File: config.mk
export PLATFORM = sky130hd
export DESIGN_NAME = ovi_sb_sched
export DESIGN_NICKNAME = d
export VERILOG_FILES = /design/src/rtl/ovi_sb_pkg.sv /design/src/rtl/ovi_sb_order_fifo.sv /design/src/rtl/ovi_sb_sched.sv
export SDC_FILE = /design/constraint.sdc
export NUM_CORES = 1
export LEC_CHECK = 0
export BUFFER_PORTS_ARGS = -buffer_cell sky130_fd_sc_hd__buf_2
export CAP_MARGIN = 20
export CORE_MARGIN = 2
export CORE_UTILIZATION = 40
export CTS_CLUSTER_SIZE = 16
export DETAILED_ROUTE_END_ITERATION = 6
export PLACE_DENSITY = 0.65
export SLEW_MARGIN = 30
export SYNTH_ARGS = -nofsm -noshare
export SYNTH_HDL_FRONTEND = slang
export SYNTH_SLANG_ARGS = --single-unit
export TNS_END_PERCENT = 100
File: constraint.sdc
create_clock -name clk -period 2.9 [get_ports clk]
set_input_delay 0.145 -clock clk [delete_from_list [all_inputs] [get_ports clk]]
set_output_delay 0.145 -clock clk [all_outputs]
set_load 0.01 [all_outputs]
File: src/rtl/ovi_sb_pkg.sv
// ============================================================================
//  Module      : ovi_sb_pkg
//  Description : Shared widths, entry/FSM state types and a data-fit helper
//                for the OVI scoreboard-ID scheduler.
//  Revision    : 1.0 - initial release
// ============================================================================
`default_nettype none

package ovi_sb_pkg;

  localparam int OVI_INSTR_WIDTH      = 32;
  localparam int OVI_SBID_WIDTH       = 5;
  localparam int OVI_SCALAROPND_WIDTH = 64;
  localparam int OVI_DATA_WIDTH       = 32;

  // Number of result bits that survive the scalar-operand to core-data fit
  localparam int FIT_W = (OVI_DATA_WIDTH < OVI_SCALAROPND_WIDTH) ?
                         OVI_DATA_WIDTH : OVI_SCALAROPND_WIDTH;

  typedef logic [OVI_SBID_WIDTH-1:0] sb_id_t;

  typedef enum logic [1:0] {
    FREE   = 2'd0,
    ISSUED = 2'd1,
    SENIOR = 2'd2
  } ent_state_e;

  typedef enum logic {
    RUN  = 1'b0,
    KILL = 1'b1
  } fsm_e;

  // Zero-extend or truncate a VPU scalar result to the core data width
  function automatic logic [OVI_DATA_WIDTH-1:0] fit_data(
    input logic [OVI_SCALAROPND_WIDTH-1:0] v
  );
    logic [OVI_DATA_WIDTH-1:0] r;
    r = '0;
    for (int i = 0; i < FIT_W; i++) r[i] = v[i];
    return r;
  endfunction

endpackage

`default_nettype wire

File: src/rtl/ovi_sb_order_fifo.sv
// ============================================================================
//  Module      : ovi_sb_order_fifo
//  Description : Circular FIFO of sb_ids recording program order of issued
//                but not yet dispatched instructions.
//  Revision    : 1.0 - initial release
// ============================================================================
`default_nettype none

module ovi_sb_order_fifo
  import ovi_sb_pkg::*;
#(
  parameter int DEPTH = 8,
  localparam int CNT_W = $clog2(DEPTH + 1)
) (
  input  logic             clk,
  input  logic             rst_l,
  input  logic             push_i,
  input  sb_id_t           push_id_i,
  input  logic             pop_i,
  output sb_id_t           head_o,
  output logic             empty_o,
  output logic [CNT_W-1:0] count_o
);

  localparam int               PTR_W = (DEPTH > 1) ? $clog2(DEPTH) : 1;
  localparam logic [PTR_W-1:0] LAST  = PTR_W'(DEPTH - 1);

  sb_id_t           mem_q [DEPTH];
  logic [PTR_W-1:0] wr_q;
  logic [PTR_W-1:0] rd_q;
  logic [CNT_W-1:0] cnt_q;

  function automatic logic [PTR_W-1:0] bump(input logic [PTR_W-1:0] p);
    return (p == LAST) ? '0 : p + PTR_W'(1);
  endfunction

  // Pointer, count and storage update; pushes and pops may share a cycle
  always_ff @(posedge clk or negedge rst_l) begin
    if (!rst_l) begin
      wr_q  <= '0;
      rd_q  <= '0;
      cnt_q <= '0;
      for (int i = 0; i < DEPTH; i++) mem_q[i] <= '0;
    end else begin
      if (push_i) begin
        mem_q[wr_q] <= push_id_i;
        wr_q        <= bump(wr_q);
      end
      if (pop_i) rd_q <= bump(rd_q);
      case ({push_i, pop_i})
        2'b10:   cnt_q <= cnt_q + CNT_W'(1);
        2'b01:   cnt_q <= cnt_q - CNT_W'(1);
        default: cnt_q <= cnt_q;
      endcase
    end
  end

  assign head_o  = mem_q[rd_q];
  assign empty_o = (cnt_q == '0);
  assign count_o = cnt_q;

endmodule

`default_nettype wire

File: src/rtl/ovi_sb_sched.sv
// ============================================================================
//  Module      : ovi_sb_sched
//  Description : Scoreboard-ID scheduler between the core and the OVI vector
//                unit: sb_id allocation, credit-gated issue, in-order
//                commit/kill dispatch and out-of-order completion retire.
//                Optional macro OVI_SB_PERF_EN adds perf_issued, perf_killed
//                and perf_stall counters.
//  Revision    : 1.0 - initial release
// ============================================================================
`default_nettype none

module ovi_sb_sched
  import ovi_sb_pkg::*;
#(
  parameter int NUM_SB        = 8,
  parameter int ISSUE_CREDITS = 4
) (
  input  logic                            clk,
  input  logic                            rst_l,
  input  logic                            core_issue_valid,
  input  logic [OVI_INSTR_WIDTH-1:0]      core_issue_instr,
  output logic                            core_issue_ready,
  input  logic                            core_commit,
  input  logic                            core_kill,
  output logic                            vpu_issue_valid,
  output logic [OVI_INSTR_WIDTH-1:0]      vpu_issue_instr,
  output logic [OVI_SBID_WIDTH-1:0]       vpu_issue_sb_id,
  input  logic                            vpu_issue_credit,
  output logic                            vpu_dispatch_valid,
  output logic [OVI_SBID_WIDTH-1:0]       vpu_dispatch_sb_id,
  output logic                            vpu_dispatch_next_senior,
  output logic                            vpu_dispatch_kill,
  input  logic                            vpu_completed_valid,
  input  logic [OVI_SBID_WIDTH-1:0]       vpu_completed_sb_id,
  input  logic [OVI_SCALAROPND_WIDTH-1:0] vpu_completed_dest_reg,
  input  logic                            vpu_completed_illegal,
  output logic                            core_completed_valid,
  output logic [OVI_DATA_WIDTH-1:0]       core_completed_data,
  output logic                            core_completed_illegal,
  output logic                            busy,
  output logic                            err
`ifdef OVI_SB_PERF_EN
  ,
  output logic [31:0]                     perf_issued,
  output logic [31:0]                     perf_killed,
  output logic [31:0]                     perf_stall
`endif
);

  localparam int              CR_W   = $clog2(ISSUE_CREDITS + 1);
  localparam int              CNT_W  = $clog2(NUM_SB + 1);
  localparam logic [CR_W-1:0] CR_MAX = CR_W'(ISSUE_CREDITS);

  ent_state_e             st_q [NUM_SB];
  ent_state_e             st_d [NUM_SB];
  fsm_e                   fsm_q;
  logic [CR_W-1:0]        cred_q;
  logic [CR_W-1:0]        cred_d;
  logic                   cred_err;

  logic                       iss_valid_q;
  logic [OVI_INSTR_WIDTH-1:0] iss_instr_q;
  sb_id_t                     iss_sb_id_q;
  logic                       dsp_valid_q;
  sb_id_t                     dsp_sb_id_q;
  logic                       dsp_senior_q;
  logic                       dsp_kill_q;
  logic                       cmp_valid_q;
  logic [OVI_DATA_WIDTH-1:0]  cmp_data_q;
  logic                       cmp_illegal_q;
  logic                       err_q;

  sb_id_t           alloc_id;
  logic             free_any;
  logic             any_busy;
  logic             cmp_senior;
  logic             cmp_ok;
  logic             accept;
  logic             commit_pop;
  logic             commit_err;
  logic             kill_pop;
  logic             fifo_pop;
  sb_id_t           fifo_head;
  logic             fifo_empty;
  logic [CNT_W-1:0] fifo_count;

  ovi_sb_order_fifo #(.DEPTH(NUM_SB)) u_order (
    .clk       (clk),
    .rst_l     (rst_l),
    .push_i    (accept),
    .push_id_i (alloc_id),
    .pop_i     (fifo_pop),
    .head_o    (fifo_head),
    .empty_o   (fifo_empty),
    .count_o   (fifo_count)
  );

  // Lowest-index free entry, busy flag and completion target lookup
  always_comb begin
    alloc_id   = '0;
    free_any   = 1'b0;
    any_busy   = 1'b0;
    cmp_senior = 1'b0;
    for (int i = NUM_SB - 1; i >= 0; i--) begin
      if (st_q[i] == FREE) begin
        alloc_id = sb_id_t'(i);
        free_any = 1'b1;
      end else begin
        any_busy = 1'b1;
      end
      if (vpu_completed_sb_id == sb_id_t'(i) && st_q[i] == SENIOR) cmp_senior = 1'b1;
    end
  end

  // Reset gates ready so every output reads 0 while rst_l is low
  assign core_issue_ready = rst_l & (fsm_q == RUN) & free_any & (cred_q != '0) & ~core_kill;
  assign accept     = core_issue_valid & core_issue_ready;
  assign commit_pop = (fsm_q == RUN) & core_commit & ~fifo_empty;
  assign commit_err = (fsm_q == RUN) & core_commit & fifo_empty;
  assign kill_pop   = (fsm_q == KILL) & ~fifo_empty;
  assign fifo_pop   = commit_pop | kill_pop;
  assign cmp_ok     = vpu_completed_valid & cmp_senior;

  // Credit bookkeeping; a return beyond the grant saturates and flags err
  always_comb begin
    cred_d   = cred_q;
    cred_err = 1'b0;
    case ({accept, vpu_issue_credit})
      2'b10: cred_d = cred_q - CR_W'(1);
      2'b01: begin
        if (cred_q == CR_MAX) cred_err = 1'b1;
        else                  cred_d   = cred_q + CR_W'(1);
      end
      default: cred_d = cred_q;
    endcase
  end

  // Per-entry next state; issue, dispatch and completion never hit the same entry
  always_comb begin
    st_d = st_q;
    for (int i = 0; i < NUM_SB; i++) begin
      if (accept && alloc_id == sb_id_t'(i)) st_d[i] = ISSUED;
      if (fifo_pop && fifo_head == sb_id_t'(i)) st_d[i] = kill_pop ? FREE : SENIOR;
      if (cmp_ok && vpu_completed_sb_id == sb_id_t'(i)) st_d[i] = FREE;
    end
  end

  // RUN/KILL sequencer with all bus outputs registered
  always_ff @(posedge clk or negedge rst_l) begin
    if (!rst_l) begin
      fsm_q         <= RUN;
      cred_q        <= CR_MAX;
      for (int i = 0; i < NUM_SB; i++) st_q[i] <= FREE;
      iss_valid_q   <= 1'b0;
      iss_instr_q   <= '0;
      iss_sb_id_q   <= '0;
      dsp_valid_q   <= 1'b0;
      dsp_sb_id_q   <= '0;
      dsp_senior_q  <= 1'b0;
      dsp_kill_q    <= 1'b0;
      cmp_valid_q   <= 1'b0;
      cmp_data_q    <= '0;
      cmp_illegal_q <= 1'b0;
      err_q         <= 1'b0;
    end else begin
      case (fsm_q)
        RUN:     if (core_kill) fsm_q <= KILL;
        KILL:    if (fifo_empty || fifo_count == CNT_W'(1)) fsm_q <= RUN;
        default: fsm_q <= RUN;
      endcase
      cred_q        <= cred_d;
      st_q          <= st_d;
      iss_valid_q   <= accept;
      iss_instr_q   <= accept ? core_issue_instr : '0;
      iss_sb_id_q   <= accept ? alloc_id : '0;
      dsp_valid_q   <= fifo_pop;
      dsp_sb_id_q   <= fifo_pop ? fifo_head : '0;
      dsp_senior_q  <= commit_pop;
      dsp_kill_q    <= kill_pop;
      cmp_valid_q   <= cmp_ok;
      cmp_data_q    <= cmp_ok ? fit_data(vpu_completed_dest_reg) : '0;
      cmp_illegal_q <= cmp_ok & vpu_completed_illegal;
      err_q         <= err_q | cred_err | commit_err | (vpu_completed_valid & ~cmp_senior);
    end
  end

  assign vpu_issue_valid          = iss_valid_q;
  assign vpu_issue_instr          = iss_instr_q;
  assign vpu_issue_sb_id          = iss_sb_id_q;
  assign vpu_dispatch_valid       = dsp_valid_q;
  assign vpu_dispatch_sb_id       = dsp_sb_id_q;
  assign vpu_dispatch_next_senior = dsp_senior_q;
  assign vpu_dispatch_kill        = dsp_kill_q;
  assign core_completed_valid     = cmp_valid_q;
  assign core_completed_data      = cmp_data_q;
  assign core_completed_illegal   = cmp_illegal_q;
  assign busy                     = any_busy;
  assign err                      = err_q;

`ifdef OVI_SB_PERF_EN
  logic [31:0] perf_issued_q;
  logic [31:0] perf_killed_q;
  logic [31:0] perf_stall_q;

  // Free-running wrapping event counters
  always_ff @(posedge clk or negedge rst_l) begin
    if (!rst_l) begin
      perf_issued_q <= '0;
      perf_killed_q <= '0;
      perf_stall_q  <= '0;
    end else begin
      perf_issued_q <= perf_issued_q + 32'(accept);
      perf_killed_q <= perf_killed_q + 32'(kill_pop);
      perf_stall_q  <= perf_stall_q + 32'(core_issue_valid & ~core_issue_ready);
    end
  end

  assign perf_issued = perf_issued_q;
  assign perf_killed = perf_killed_q;
  assign perf_stall  = perf_stall_q;
`endif

endmodule

`default_nettype wire
==> results of run 1 <==
## synthesized netlist by cell type (all sizes together) (2+ instances only)
cell,n
nand3,14
and4b,2
o221a,2
clkbuf,9
buf,14
a32oi,5
or2,2
nor2b,5
a21oi,25
dfrtp,130
nor4,2
o22a,5
nand3b,2
nor2,39
a21o,3
a221oi,6
o22ai,2
nand2,27
xor2,2
mux4,2
a211oi,3
and2,68
nor3,11
a31oi,3
nand4b,3
o21ai,7
o31a,2
mux2,28
inv,19
nor3b,2
xnor2,3
mux2i,13
nand4,3
ha,8
or3b,2
## worst max-delay path, cell delays in order, from the launching register on
cell and delay [ns]:
dfrtp_1 0.75, buf_4 0.23, mux2i_2 0.34, nor2_1 0.10, a21oi_1 0.20, nand3_1 0.28
a221oi_1 0.46
## kinds of logic (layout without fill, tap and decap cells)
kind of cell | count (synthesis) | count (layout) | synth area share, %
simple gates | 188 | 188 | 18.3
flops | 131 | 131 | 57.5
compound gates | 71 | 71 | 8.89
mux | 43 | 43 | 8.73
buf+inv | 42 | 282 | 3.66
fa+ha+maj | 9 | 9 | 2.11
xor+xnor | 5 | 5 | 0.768
other cells | 1 | 4 | 0.0658
## final timing paths
path                                    start                        to  slack (ns)
max                           u_order.rd_q[2]                  st_q[11]        0.40
min                               core_commit  vpu_dispatch_next_senior        0.03
max reg2reg                   u_order.rd_q[2]                  st_q[11]        0.40
min reg2reg                u_order.count_o[3]        u_order.count_o[3]        0.47
max in group asynchronous               rst_l       vpu_issue_instr[12]        1.26
min in group asynchronous               rst_l                   st_q[4]        0.49
## metal layers
metal	track usage, %	vias to the layer above
li1	-	2143
met1	22.4	2219
met2	31.3	176
met3	6.96	40
met4	9.23	0
met5	0	-
## placed cells by master (no fill, tap or decap), types with 5 or more instances in the layout
| master | n |
|---|---|
| a21oi_1 | 25 |
| a221oi_1 | 5 |
| a32oi_1 | 5 |
| and2_1 | 67 |
| buf_2 | 154 |
| buf_4 | 9 |
| clkbuf_16 | 17 |
| clkinv_2 | 5 |
| dfrtp_1 | 130 |
| dlygate4sd3_1 | 67 |
| ha_1 | 8 |
| inv_1 | 18 |
| mux2_2 | 28 |
| mux2i_1 | 12 |
| nand2_1 | 27 |
| nand3_1 | 14 |
| nor2_1 | 38 |
| nor2b_1 | 5 |
| nor3_1 | 10 |
| o21ai_0 | 5 |
| o22a_1 | 5 |
## area by class of cell
cell class	count	area [µm²]	share of cell area (%)
repair buffers	231	1520	19.2
flip-flops and latches	131	3280	41.4
clock inverters	14	163	2.05
well taps	180	225	2.84
inverters	19	71.3	0.900
multi-input cells	320	2230	28.1
clock buffers	18	439	5.54
## sequential cells by signal (all words and copies together) (netlist names)
| signal | count |
|---|---|
| vpu_issue_valid | 1 |
| u_order.mem_q | 24 |
| u_order.rd_q | 3 |
| core_completed_data | 32 |
| vpu_dispatch_sb_id | 3 |
| vpu_dispatch_kill | 1 |
| err | 1 |
| vpu_issue_sb_id | 3 |
| core_completed_valid | 1 |
| u_order.wr_q | 3 |
| vpu_dispatch_valid | 1 |
| u_order.count_o | 4 |
| vpu_issue_instr | 32 |
| cred_q | 3 |
| core_completed_illegal | 1 |
| fsm_q | 1 |
| st_q | 16 |
| vpu_dispatch_next_senior | 1 |
## through the flow
stage          total power [mW]  util [%]
3_5_place_dp               3.65      47.9
6_report                   5.85      57.1
5_1_grt                    6.18      57.1
2_1_floorplan              3.23         -
4_1_cts                    5.89      57.1
3_3_place_gp               3.57      47.9
## where the power goes
group          total [mW]  leakage [nW]  switching [mW]  internal [mW]
clock                2.15         0.287           0.780           1.37
combinational        1.35          2.07           0.728          0.625
sequential           2.35          1.77           0.305           2.04
total                5.85          4.14            1.81           4.03
==> flow_summary.toml, run 1 <==
[outcome]
status = "finished, final reports clean"

[global_routing]
antenna_found_initial = 0
grt_pass1_wl_mm = 22.3
grt_usage_pct = 19.2
grt_pass1_vias = 4741
grt_max_degree = 72
grt-ovfl-total = 0

[hold_path]
hp-class = "in -> reg"
holdPathStages = 2

[route]
viasPerCell = 5.01
drt_iter0_drc = 377
wl_met2_mm = 7.02
highest_layer = "met4"
first_pass_iters = 5
wl_met3_um = 864
ant_nets = 0
drc = 0
met1_length_mm = 5.63
route.vias.total = 4578
totalWireLength_mm = 13.9
wl_per_cell_um = 15.3

[sta]
finalCriticalPeriod_ns = 2.50
setup_tns_ns = 0
finalCritPeriodShare_pct = 86.1
slew_viol_final = 0
holdWs_ns = 0.0337
final_hold_viol_count = 0
worst_slew_pin_slew_ns = 0.860
slew-limit-headroom_pct = 42.6
finalClockSkew_ns = 0.00836
setup_ws_ns = 0.403
final-setup-viol-count = 0
rsz0062_at_grt = "false"
fmax_mhz = 401

[placed_design]
placed_area_mm2 = 0.00665
place_ws_ns = 0.448
dp_cells = 814
globalplace.congestion = 0.908
port_buffers = 155
dp_hpwl_mm = 9.34

[synthesis]
syn_area_per_cell_um2 = 11.6
yosys_warnings = 0
netlist_area_mm2 = 0.00570
synthFlopType = "dfrtp_1"
synthCells = 490
ys_seq_elements = 131
ys_seq_area_share_pct = 57.5
synth_edf_count = 0
yosysTopAreaCell = "dfrtp_1"
ys_types = 70
netlist.area_leader.share_pct = 57.0
synth_area_leaders = "dfrtp_1 (57%), and2_1 (7.3%), mux2_2 (5.5%)"
synthArstFlopShare_pct = 100

[clocking]
insertion_delay_ns = 0.41
cts_made_buffers = 17
cts.htree.levels = 4
post_cts_buffers = 0
hold_buffers = 67
cts_sinks = 131
cts_tree = "yes"
clk_pin_slew_ns = 0.06
ctsResizeCount = 0
cts-root-buf = "clkbuf_16"
clock_path_buffers = 2

[final_layout]
diodes = 0
fin_area_mm2 = 0.00792
syn_to_final_growth_pct = 38.9
fillers = 1152
drive_above_1_share_pct = 33.2
final_nets = 838
instances_no_fill = 913

[floorplan]
dieHeight_um = 123
initial_utilization_pct = 41.1
rows = 43
die_area_mm2 = 0.0152
io_pins = 192
core_area_mm2 = 0.0139
dieWidth_um = 123

[critical_path]
cp-end-kind = "register"
cp.required_ns = 3.18
start_kind = "register"
reg2reg_depth = 6
crit_type = "reg -> reg"
worstPathArrival_ns = 2.77
critPathMaxFanout = 13

[pwr]
ir_drop_v = 0.000456
powerDensity_mw_per_mm2 = 738
power.leakage_nw = 4.14

[run]
maxCapViolations = 0
No activity file was read; power rests on OpenSTA's default activity.
==> run 2: changes to the inputs <==
- PLACE_DENSITY: 0.65 -> 0.71
- SLEW_MARGIN: 30 -> 20
==> flow_summary.toml, run 2 (same netlist as run 1, synthesis figures left out) <==
[outcome]
status = "finished, final reports clean"

[sta]
final_hold_viol_count = 0
setup_tns_ns = 0
worst_slew_pin_slew_ns = 0.752
slew-limit-headroom_pct = 49.8
slew_viol_final = 0
finalClockSkew_ns = 0.00530
finalCritPeriodShare_pct = 86.8
holdWs_ns = 0.0319
fmax_mhz = 397
finalCriticalPeriod_ns = 2.52
final-setup-viol-count = 0
rsz0062_at_grt = "false"

[clocking]
clk_pin_slew_ns = 0.06
cts_made_buffers = 17
cts_tree = "yes"
cts.htree.levels = 4
clock_path_buffers = 2
insertion_delay_ns = 0.41
cts_sinks = 131
post_cts_buffers = 0
cts-root-buf = "clkbuf_16"

[route]
drc = 0
wl_per_cell_um = 15.0
met1_length_mm = 5.82
drt_iter0_drc = 207
totalWireLength_mm = 13.7
highest_layer = "met4"
viasPerCell = 4.96
wl_met3_um = 898
wl_met2_mm = 6.64
first_pass_iters = 4
route.vias.total = 4522
ant_nets = 0

[placed_design]
globalplace.congestion = 0.894
dp_hpwl_mm = 9.25
port_buffers = 155

[floorplan]
dieHeight_um = 123
io_pins = 192
rows = 43
dieWidth_um = 123
core_area_mm2 = 0.0139
initial_utilization_pct = 41.1
die_area_mm2 = 0.0152

[critical_path]
cp.required_ns = 3.26
r2r_end = "cred_q[2]"
r2r_slack_ns = 0.38
path_cells = "nor3_1, and4b_1, and2b_1, inv_2, nand2_1, fa_1, or3_1, a21oi_1, a31o_2"
reg2reg_depth = 9
timing.rr.start = "cred_q[1]"
worstPathArrival_ns = 2.87
crit_type = "reg -> reg"
critPathMaxFanout = 7
cpMaxStageDelayCell = "dfrtp_1"
max_stage_delay_ns = 0.45
start_kind = "register"
cp-end-kind = "register"

[global_routing]
antenna_found_initial = 0
grt_pass1_wl_mm = 22.1
grt-ovfl-total = 0
grt_max_degree = 79
grt_pass1_vias = 4700
grt_usage_pct = 18.9

[pwr]
internal_power_mw = 4.07
p_sw_share_pct = 30.6
ir_drop_v = 0.000402
seqPwrFrac_pct = 40.2
clock_power_share_pct = 37.0
netSwitchingPower_mw = 1.80
power.leakage_nw = 4.14
powerDensity_mw_per_mm2 = 741
comb_power_share_pct = 22.8

[final_layout]
layout_common_cells = "buf_2 (154), dfrtp_1 (130), and2_1 (67), dlygate4sd3_1 (67), nor2_1 (38)"
fillers = 1153
final_nets = 837
final_common_cell = "buf_2"
diodes = 0
syn_to_final_growth_pct = 38.9
drive_above_1_share_pct = 32.8

[hold_path]
holdPathStages = 2
hold_end = "vpu_dispatch_next_senior"
hp-class = "in -> reg"
min_from = "core_commit"

[run]
maxCapViolations = 0
==> run 2: how the worst max path moves through the flow <==
| stage | startpoint | end | slack [ns] |
|---|---|---|---|
| floorplan | cred_q[1] | cred_q[2] | 0.18 |
| global placement | cred_q[1] | cred_q[2] | 0.51 |
| detailed placement | cred_q[0] | cred_q[2] | 0.48 |
| CTS | cred_q[1] | cred_q[2] | 0.39 |
| global route | u_order.rd_q[2] | st_q[5] | 0.17 |
| finish | cred_q[1] | cred_q[2] | 0.38 |
==> run 2: critical path: cells and delay by family (launching register included) <==
kind	cells	cell delay [ns]
fa+ha+maj	1	0.41
flops	1	0.45
simple gates	5	1.28
compound gates	2	0.27
buf+inv	1	0.06
==> run 2: stage by stage <==
step / power, mW / cells / utilization, % / instance area (µm²) / setup slack, ns
2_1_floorplan: 3.23 / 493 / - / 5710 / 0.185
3_3_place_gp: 3.56 / 813 / 47.8 / 6640 / 0.515
3_5_place_dp: 3.65 / 813 / 47.8 / 6640 / 0.476
4_1_cts: 5.91 / 912 / 57.0 / 7920 / 0.390
5_1_grt: 6.18 / 912 / 57.0 / 7920 / 0.168
6_report: 5.87 / 912 / 57.0 / 7920 / 0.383
==> run 2: final cells by class <==
class	instances	area, µm²	share of cell area (%)
multi-input cells	320	2230	28.1
inverters	19	71.3	0.901
clock inverters	10	130	1.64
clock buffers	22	474	5.99
repair buffers	230	1510	19.1
flip-flops and latches	131	3280	41.4
well taps	180	225	2.84
==> run 2: power groups by stage <==
| stage | Combinational (mW) | Sequential (mW) | Clock [mW] |
|---|---|---|---|
| after floorplan | 0.970 | 2.26 | 0 |
| after global placement | 1.20 | 2.36 | 0 |
| after detailed placement | 1.27 | 2.38 | 0 |
| after CTS | 1.34 | 2.35 | 2.22 |
| after global routing | 1.48 | 2.40 | 2.30 |
| final | 1.34 | 2.36 | 2.17 |
==> run 2: what timing repair did <==
| item | in CTS | in global routing |
|---|---|---|
| endpoints found under the setup margin | 0 | 0 |
| hold buffers | 67 | 0 |
| gates resized for setup | 0 | 0 |
| endpoints found under the hold margin | 118 | 0 |
==> run 2: metal layers <==
metal	global-route usage, %	vias to the layer above
li1	-	2146
met4	7.81	0
met2	30.8	174
met5	0	-
met3	5.77	33
met1	23.2	2169
